<file path="src/rtl/serial_add_unit.sv">
// serial_add_unit: bit-serial add/subtract engine, one full-adder step per cycle, LSB first.
module serial_add_unit #(
  parameter int WIDTH = 32
) (
  input  logic             clk,
  input  logic             rst_n,
  input  logic             start,
  input  logic             sub,
  input  logic [WIDTH-1:0] a,
  input  logic [WIDTH-1:0] b,
  output logic             busy,
  output logic             done,
  output logic [WIDTH-1:0] result,
  output logic             carry_out,
  output logic             overflow,
  output logic             zero
);
  localparam int CW = $clog2(WIDTH);
  localparam logic [1:0] IDLE = 2'd0, RUN = 2'd1, DONE = 2'd2;
  localparam logic [CW-1:0] LAST = CW'(WIDTH - 1);
  localparam logic [CW-1:0] PEN = CW'(WIDTH - 2);
  logic [1:0]       r_state;
  logic [WIDTH-1:0] r_opa, r_opb, r_sum, r_result;
  logic [CW-1:0]    r_cnt;
  logic             r_carry, r_cmsb, r_cout, r_ovf, r_zero;
  logic             w_s, w_c;
  logic [WIDTH-1:0] w_sum;
  assign w_s = r_opa[0] ^ r_opb[0] ^ r_carry;
  assign w_c = (r_opa[0] & r_opb[0]) | (r_carry & (r_opa[0] | r_opb[0]));
  assign w_sum = {w_s, r_sum[WIDTH-1:1]};
  assign busy = (r_state == RUN);
  assign done = (r_state == DONE);
  assign result = r_result;
  assign carry_out = r_cout;
  assign overflow = r_ovf;
  assign zero = r_zero;
  always_ff @(posedge clk or negedge rst_n) begin
    if (!rst_n) begin
      r_state  <= IDLE;
      r_opa    <= '0;
      r_opb    <= '0;
      r_sum    <= '0;
      r_result <= '0;
      r_cnt    <= '0;
      r_carry  <= 1'b0;
      r_cmsb   <= 1'b0;
      r_cout   <= 1'b0;
      r_ovf    <= 1'b0;
      r_zero   <= 1'b0;
    end else begin
      case (r_state)
        IDLE: if (start) begin
          r_opa   <= a;
          r_opb   <= sub ? ~b : b;
          r_carry <= sub;
          r_cnt   <= '0;
          r_state <= RUN;
        end
        RUN: begin
          r_opa   <= r_opa >> 1;
          r_opb   <= r_opb >> 1;
          r_sum   <= w_sum;
          r_carry <= w_c;
          r_cnt   <= r_cnt + CW'(1);
          if (r_cnt == PEN) r_cmsb <= w_c;
          // Final bit: publish the completed sum and flags as the FSM enters DONE
          if (r_cnt == LAST) begin
            r_cnt    <= '0;
            r_state  <= DONE;
            r_result <= w_sum;
            r_cout   <= w_c;
            r_ovf    <= r_cmsb ^ w_c;
            r_zero   <= ~|w_sum;
          end
        end
        default: r_state <= IDLE;
      endcase
    end
  end
endmodule

</file>
<file path="config.mk">
export PLATFORM = sky130hd
export DESIGN_NAME = serial_add_unit
export DESIGN_NICKNAME = d
export VERILOG_FILES = /design/src/rtl/serial_add_unit.sv
export SDC_FILE = /design/constraint.sdc
export NUM_CORES = 1
export LEC_CHECK = 0
export BUFFER_PORTS_ARGS = -buffer_cell sky130_fd_sc_hd__buf_2
export CORE_MARGIN = 3
export CORE_UTILIZATION = 58
export CTS_BUF_LIST = sky130_fd_sc_hd__clkbuf_4
export CTS_CLUSTER_DIAMETER = 60
export CTS_CLUSTER_SIZE = 25
export DETAILED_ROUTE_END_ITERATION = 10
export PLACE_DENSITY = 0.91
export SYNTH_ARGS = -nofsm -noshare
export SYNTH_HDL_FRONTEND = slang
export SYNTH_SLANG_ARGS = --single-unit
</file>
<file path="constraint.sdc">
create_clock -name clk -period 2.65 [get_ports clk]
set_clock_uncertainty 0.1 [all_clocks]
set_input_delay 0.6625 -clock clk [delete_from_list [all_inputs] [get_ports clk]]
set_output_delay 0.6625 -clock clk [all_outputs]
set_load 0.1 [all_outputs]
</file>
==> impl_results.md, run 1 <==
* Critical-path top delay cell: dfrtp_2
* Fill cells at roughly 810
* Critical path's top delay family: flip-flops
* # rows at 38
* Syn. warnings at 0
* TritonCTS Buffers at 17
* # placed instances at ~840
* Final setup margin at slightly above 0.3 ns
* IO Pins at around 110
* Mapped Area at roughly 6600 um^2
* CTS Buffer Depth at 2
* Avg Inst Size Synth at around 11 um^2
* Final instance area at between 7000 and 8000 um^2
* First-pass GRT wire length at between 20000 and 25000 um
* Global route overflow at 0
* Post-place setup slack at slightly above 0.6 ns
* Largest net degree at the start of global routing at 100
* Final TNS setup at 0 ns
* Via density at between 5 and 6
* Synth async-reset ratio at 1.00
* Slew margin rel. at 0.627
* CTS resizes at 0
* CTS tree: yes
* Peak VDD IR at roughly 0.0011 V
* Post-Synthesis Cells at 625
* Pre-antenna DRT Iters at 5
* Pwr Density at about 1200 nW/um^2
* Setup violators final at 0
* Synthesis-stage register bit count at 139
* Total GRT Usage at 0.221
* CTS root buf: clkbuf_4
* Dominant synthesized flop cell: dfrtp_1
* Layout cell share with drive strength beyond 1 at 0.266
* CP Capture Type: output pin
* Worst slew pin tran at between 0.5 and 0.6 ns
* Via count at 4836
* Worst setup SP type: flip-flop
* Hold Path Class: input port to flip-flop
* Distinct cells, synth at 36
* Worst-path fanout max at 9
* Sequence of cells on the critical path: nor2b_2, buf_2
* Routability Congestion at about 0.81
* Clk slew on worst S/H paths at between 0.1 and 0.15 ns
* Fin nets at a little under 800
* Period utilization at 0.883
* Area grow syn2layout at 14.3%
* Leakage dissipation at between 3 and 4 nW
* Post-CTS Setup Inserts at 0
* PortBufs at roughly 100
* Initial core utilization at 0.599
* Dpl hpwl at between 9000 and 10000 um
* Hold Worst Slack at approximately 0.33 ns
* Syn_nets at about 700
* Status: finished, final reports clean
* Drt total wl at ~13000 um
* Max-slew violation total from the final report at 0
* WP data required at 1.89 ns
* RSZ-0062 raised after global routing: no
* Final number of hold-violating endpoints at 0
* Non-Filler Instances at 868
* Height of the die at ~110 um
* MaxCap Viol Count at 0
* Die W at 113 um
* Vias in the first global route at just under 5000
* Core area at 11000 um^2
* CTS Sinks at approximately 140
* EDFF count, synth at 0
* Placed cell areas at 7180 um^2
* Post-route antenna net violation count at 0
* Residual DRC at 0
* Critical Path Max Stage Delay at ~0.46 ns
* DR WL/cell at about 15 um
* Peak Freq at about 430 MHz
* Period minus WS final at 2.34 ns
* Die ar. at approximately 13000 um^2
* Initial antenna violation count at 0
* Iter 0 DRT Violations at between 300 and 400
* Kind of critical path: flip-flop to output pin
* Post-synthesis sequential area ratio at 0.529
* ANT cells at 0
* Worst-Skew Late Latency at 0.53 ns
* Worst Path Arrival at between 1.5 and 2 ns
* Buf/Inv on CP at 1
* H-tree depth at 4
## worst paths after layout
kind                            slack [ns]  startpoint  cells past startpoint          to
worst max-delay path                  0.31  r_state[1]                      2        done
max in group asynchronous             1.13       rst_n                      3  r_state[0]
worst min register to register        0.40    r_opa[9]                      2    r_opa[9]
worst max register to register        0.59    r_cnt[0]                      6  result[11]
min in group asynchronous             0.57       rst_n                      2  result[23]
worst min-delay path                  0.33       a[31]                      3   r_opa[31]
## cell usage in the layout, fill, tap and decap left out, drive strengths merged, types with 5 or more instances in the layout
master / instances
and3b: 31
nor2b: 35
a21oi: 66
nand2: 133
mux2: 34
nor4: 8
o21ai: 38
xnor2: 32
inv: 5
o22a: 31
clkbuf: 18
dfrtp: 139
clkinv: 6
bufinv: 5
buf: 118
## where the power goes
| part | internal, mW | switching [mW] |
|---|---|---|
| Clock | 0.840 | 0.753 |
| Combinational | 1.29 | 2.31 |
| Sequential | 2.94 | 0.616 |
## cells in the mapped netlist, types with 2 or more instances
cell,instances,area [um^2]
o21ai_1,15,75.1
inv_1,4,15.0
buf_6,7,78.8
mux2_2,19,214
o21ai_0,23,115
buf_4,9,67.6
dfrtp_1,139,3480
a21oi_2,8,70.1
xnor2_1,32,280
buf_2,22,110
nand2_1,133,499
nor2b_1,35,219
ha_1,3,37.5
nand2b_1,2,12.5
nor4_1,8,50.1
clkbuf_1,10,37.5
nor2_1,3,11.3
o22a_1,31,272
mux2_4,15,225
a21oi_1,58,290
nand4_1,3,18.8
and3b_1,31,272
o31ai_1,2,15.0
## routing by layer
layer / GRT usage / vias to the layer above / part of all wire / wire length (um)
met2: 0.356 / 133 / 0.49 / 6620
met5: 0 / - / 0 / 0
met1: 0.295 / 2380 / 0.44 / 5890
met3: 0.0544 / 21 / 0.051 / 680
li1: - / 2302 / - / -
met4: 0.0785 / 0 / 0.016 / 210
## worst reg2reg max path, stage by stage, from the launching register on
cell	delay, ns
dfrtp_1	0.44
ha_1	0.24
and3_1	0.19
ha_1	0.20
nand3b_1	0.14
buf_12	0.25
mux2_2	0.40
## state kept, by name, indices dropped and copies added (netlist names)
signal     cells
r_opa         32
r_opb         32
result        32
r_sum         31
r_cnt          5
r_state        2
carry_out      1
overflow       1
r_carry        1
r_cmsb         1
zero           1
## stage by stage
| stage | util | total power [mW] |
|---|---|---|
| floorplan | - | 6.40 |
| global placement | 0.653 | 6.95 |
| detailed placement | 0.653 | 7.21 |
| CTS | 0.685 | 8.79 |
| global route | 0.685 | 9.31 |
| finish | 0.685 | 8.74 |
## kinds of logic after synthesis
logic type / count (synthesis) / synth area share
xor gates and xnor gates: 33 / 0.0439
buffers and inverters: 53 / 0.0475
adders and majority gates: 4 / 0.00875
muxes: 35 / 0.0683
DFF: 139 / 0.529
and+or+nand+nor: 221 / 0.171
AOI/OAI and AO/OA: 140 / 0.133
## final cells by class
class	count	area [um^2]	area share
inverters	5	18.8	0.00249
clock inverters	14	201	0.0268
flip-flops and latches	139	3480	0.463
well taps	140	175	0.0233
multi-input cells	433	2790	0.371
repair buffers	119	719	0.0956
clock buffers	18	135	0.0180
## repair_timing
action | in CTS | in global routing
hold endpoints to repair | 44 | 0
hold buffers | 1 | 0
endpoints found under the setup margin | 0 | 0
No activity file was read; power rests on OpenSTA's default activity.
==> inputs of run 2 (changes only) <==
- CORE_ASPECT_RATIO: not set -> 1.2
==> run 2 against run 1 <==
Via count shrank 1.6%. Cell area shrank 0.65%. First-iteration DRC count shrank 57%. Combinational power shrank 1%. Fmax shrank 2.7%. Clock power shrank 4%. Hold slack lost 0.023 ns. Count of clock-buffer cells in the layout grew 2. Sequential share of layout area grew 0.30 points. Flip-flop and latch count is the same. Wire length shrank 2.1%. Register-to-register slack gained 0.04 ns. Largest cell class unchanged.
==> impl_results.md, run 2 (synthesis results as in run 1) <==
* Pwr Density at 1150 nW/um^2 (was 1160 nW/um^2)
* Clk slew on worst S/H paths at 0.12 ns (was 0.11 ns)
* Worst-path fanout max at 4 (was 9)
* DR WL/cell at 15.2 um (was 15.4 um)
* CTS Buffer Depth at 2 (unchanged)
* FF+latch area at 3480 um^2 (unchanged)
* Layout cell share with drive strength beyond 1 at 0.270 (was 0.266)
* Area grow syn2layout at 13.6% (was 14.3%)
* H-tree depth at 4 (unchanged)
* Drt total wl at 13100 um (was 13400 um)
* Die W at 103 um (was 113 um)
* MaxCap Viol Count at 0 (unchanged)
* Iter 0 DRT Violations at 163 (was 382)
* Multi-input gate area at 2790 um^2 (unchanged)
* Final TNS setup at 0 ns (unchanged)
* CTS tree: yes (unchanged)
* PortBufs at 104 (unchanged)
* Overall Power at 8.62 mW (was 8.74 mW)
* Final number of hold-violating endpoints at 0 (unchanged)
* Final setup margin at 0.245 ns (was 0.309 ns)
* Max-slew violation total from the final report at 0 (unchanged)
* Met2 wire length at 6540 um (was 6620 um)
* WP data required at 1.89 ns (about the same)
* Dpl hpwl at 8920 um (was 9000 um)
* Routability Congestion at 0.774 (was 0.806)
* Commonest non-fill, non-tap cell in the layout: dfrtp_1 (unchanged)
* CP Capture Type: output pin (unchanged)
* Reg2Reg Setup Slack at 0.63 ns (was 0.59 ns)
* Largest net degree at the start of global routing at 61 (was 100)
* Initial antenna violation count at 0 (unchanged)
* Status: finished, final reports clean (unchanged)
* Non-Filler Instances at 862 (was 868)
* Slew margin rel. at 0.667 (was 0.627)
* Die ar. at 12700 um^2 (about the same)
* Post-place setup slack at 0.628 ns (was 0.607 ns)
* DRT met1 WL at 5840 um (was 5890 um)
* Kind of critical path: flip-flop to output pin (unchanged)
* Global route overflow at 0 (unchanged)
* Height of the die at 123 um (was 113 um)
* Residual DRC at 0 (unchanged)
* IO Pins at 105 (unchanged)
* Commonest cells after routing, fill and taps aside: dfrtp_1 (137), nand2_1 (133), buf_2 (103), a21oi_1 (58), nor2b_1 (34) (was dfrtp_1 (137), nand2_1 (133), buf_2 (102), a21oi_1 (58), nor2b_1 (34))
* Post-CTS Setup Inserts at 0 (unchanged)
* Final instance area at 7470 um^2 (was 7520 um^2)
* Placed cell areas at 7140 um^2 (was 7180 um^2)
* Vias in the first global route at 4701 (was 4823)
* Core area at 11000 um^2 (about the same)
* CTS resizes at 0 (unchanged)
* RSZ-0062 raised after global routing: no (unchanged)
* Post-CTS Hold Fix Bufs at 1 (unchanged)
* Via density at 5.52 (was 5.57)
* Worst Path Arrival at 1.64 ns (was 1.58 ns)
* TritonCTS Buffers at 17 (unchanged)
* Hold Path Class: input port to flip-flop (unchanged)
* Period utilization at 0.908 (was 0.883)
* First-pass GRT wire length at 21600 um (was 22900 um)
* Pre-antenna DRT Iters at 4 (was 5)
* Leakage dissipation at 3.71 nW (was 3.73 nW)
* Fill cells at 840 (was 806)
* Worst Min Path Start: a[31] (unchanged)
* WL met3 at 493 um (was 680 um)
* Worst setup SP type: flip-flop (unchanged)
* Setup violators final at 0 (unchanged)
* WHS Endpoint: r_opa[31] (unchanged)
* Fin nets at 789 (was 787)
* Peak Freq at 416 MHz (was 427 MHz)
* ANT cells at 0 (unchanged)
* Worst Reg-to-Reg Cells at 6 (unchanged)
* Worst-Skew Late Latency at 0.54 ns (was 0.53 ns)
* Top layer in use: met4 (unchanged)
* Reg2reg end: result[1] (was result[11])
* Initial core utilization at 0.596 (was 0.599)
* CTS Sinks at 139 (unchanged)
* # placed instances at 829 (was 835)
* Worst R2R Start: r_cnt[0] (unchanged)
* # rows at 42 (was 38)
* CTS root buf: clkbuf_4 (unchanged)
* Hold Path Stages at 3 (unchanged)
* Via count at 4759 (was 4836)
* Post-route antenna net violation count at 0 (unchanged)
* Period minus WS final at 2.41 ns (was 2.34 ns)
* Total GRT Usage at 0.217 (was 0.221)
* Peak VDD IR at 0.000673 V (was 0.00110 V)
* Worst slew pin tran at 0.503 ns (was 0.559 ns)
run 2: changes by cell type in the layout (fill, tap and decap cells not counted), moves of 2 or more:
cell,delta
buf_4,+4
clkinv_4,+2
buf_12,-3
clkbuf_4,+2
run 2: through the flow:
stage / hold slack [ns] / utilization
4_1_cts: 0.278 / 0.677
6_report: 0.308 / 0.677
2_1_floorplan: 0.267 / -
3_5_place_dp: 0.380 / 0.647
5_1_grt: 0.309 / 0.677
3_3_place_gp: 0.361 / 0.647
run 2: worst max-delay path, cell delays in order, from the launching register on:
cell and delay [ns]:
dfrtp_2 0.43, nand2b_1 0.17, inv_2 0.09, buf_2 0.43
run 2: metal layers:
layer | global-route usage | vias up
met3 | 0.0478 | 27
met1 | 0.287 | 2309
met4 | 0.0794 | 0
li1 | - | 2311
met5 | 0 | -
met2 | 0.352 | 112
run 2: where the power goes:
group / switching, mW / total (mW) / leakage (nW) / internal, mW
clock: 0.754 / 1.53 / 0.166 / 0.775
combinational: 2.30 / 3.55 / 1.81 / 1.25
sequential: 0.592 / 3.53 / 1.74 / 2.94
run 2: how the worst max path moves through the flow:
stage,start,end
finish,r_state[1],busy
global route,r_state[1],busy
CTS,r_state[1],busy
detailed placement,r_cnt[0],result[1]
global placement,r_cnt[0],result[2]
floorplan,r_state[0],done
run 2: final cells by class:
class | instances | share of cell area
clock buffer | 20 | 0.0201
clock inverter | 12 | 0.0231
inverter | 5 | 0.00251
multi-input combinational | 433 | 0.374
sequential | 139 | 0.466
tap | 132 | 0.0221
timing repair buffer | 121 | 0.0929
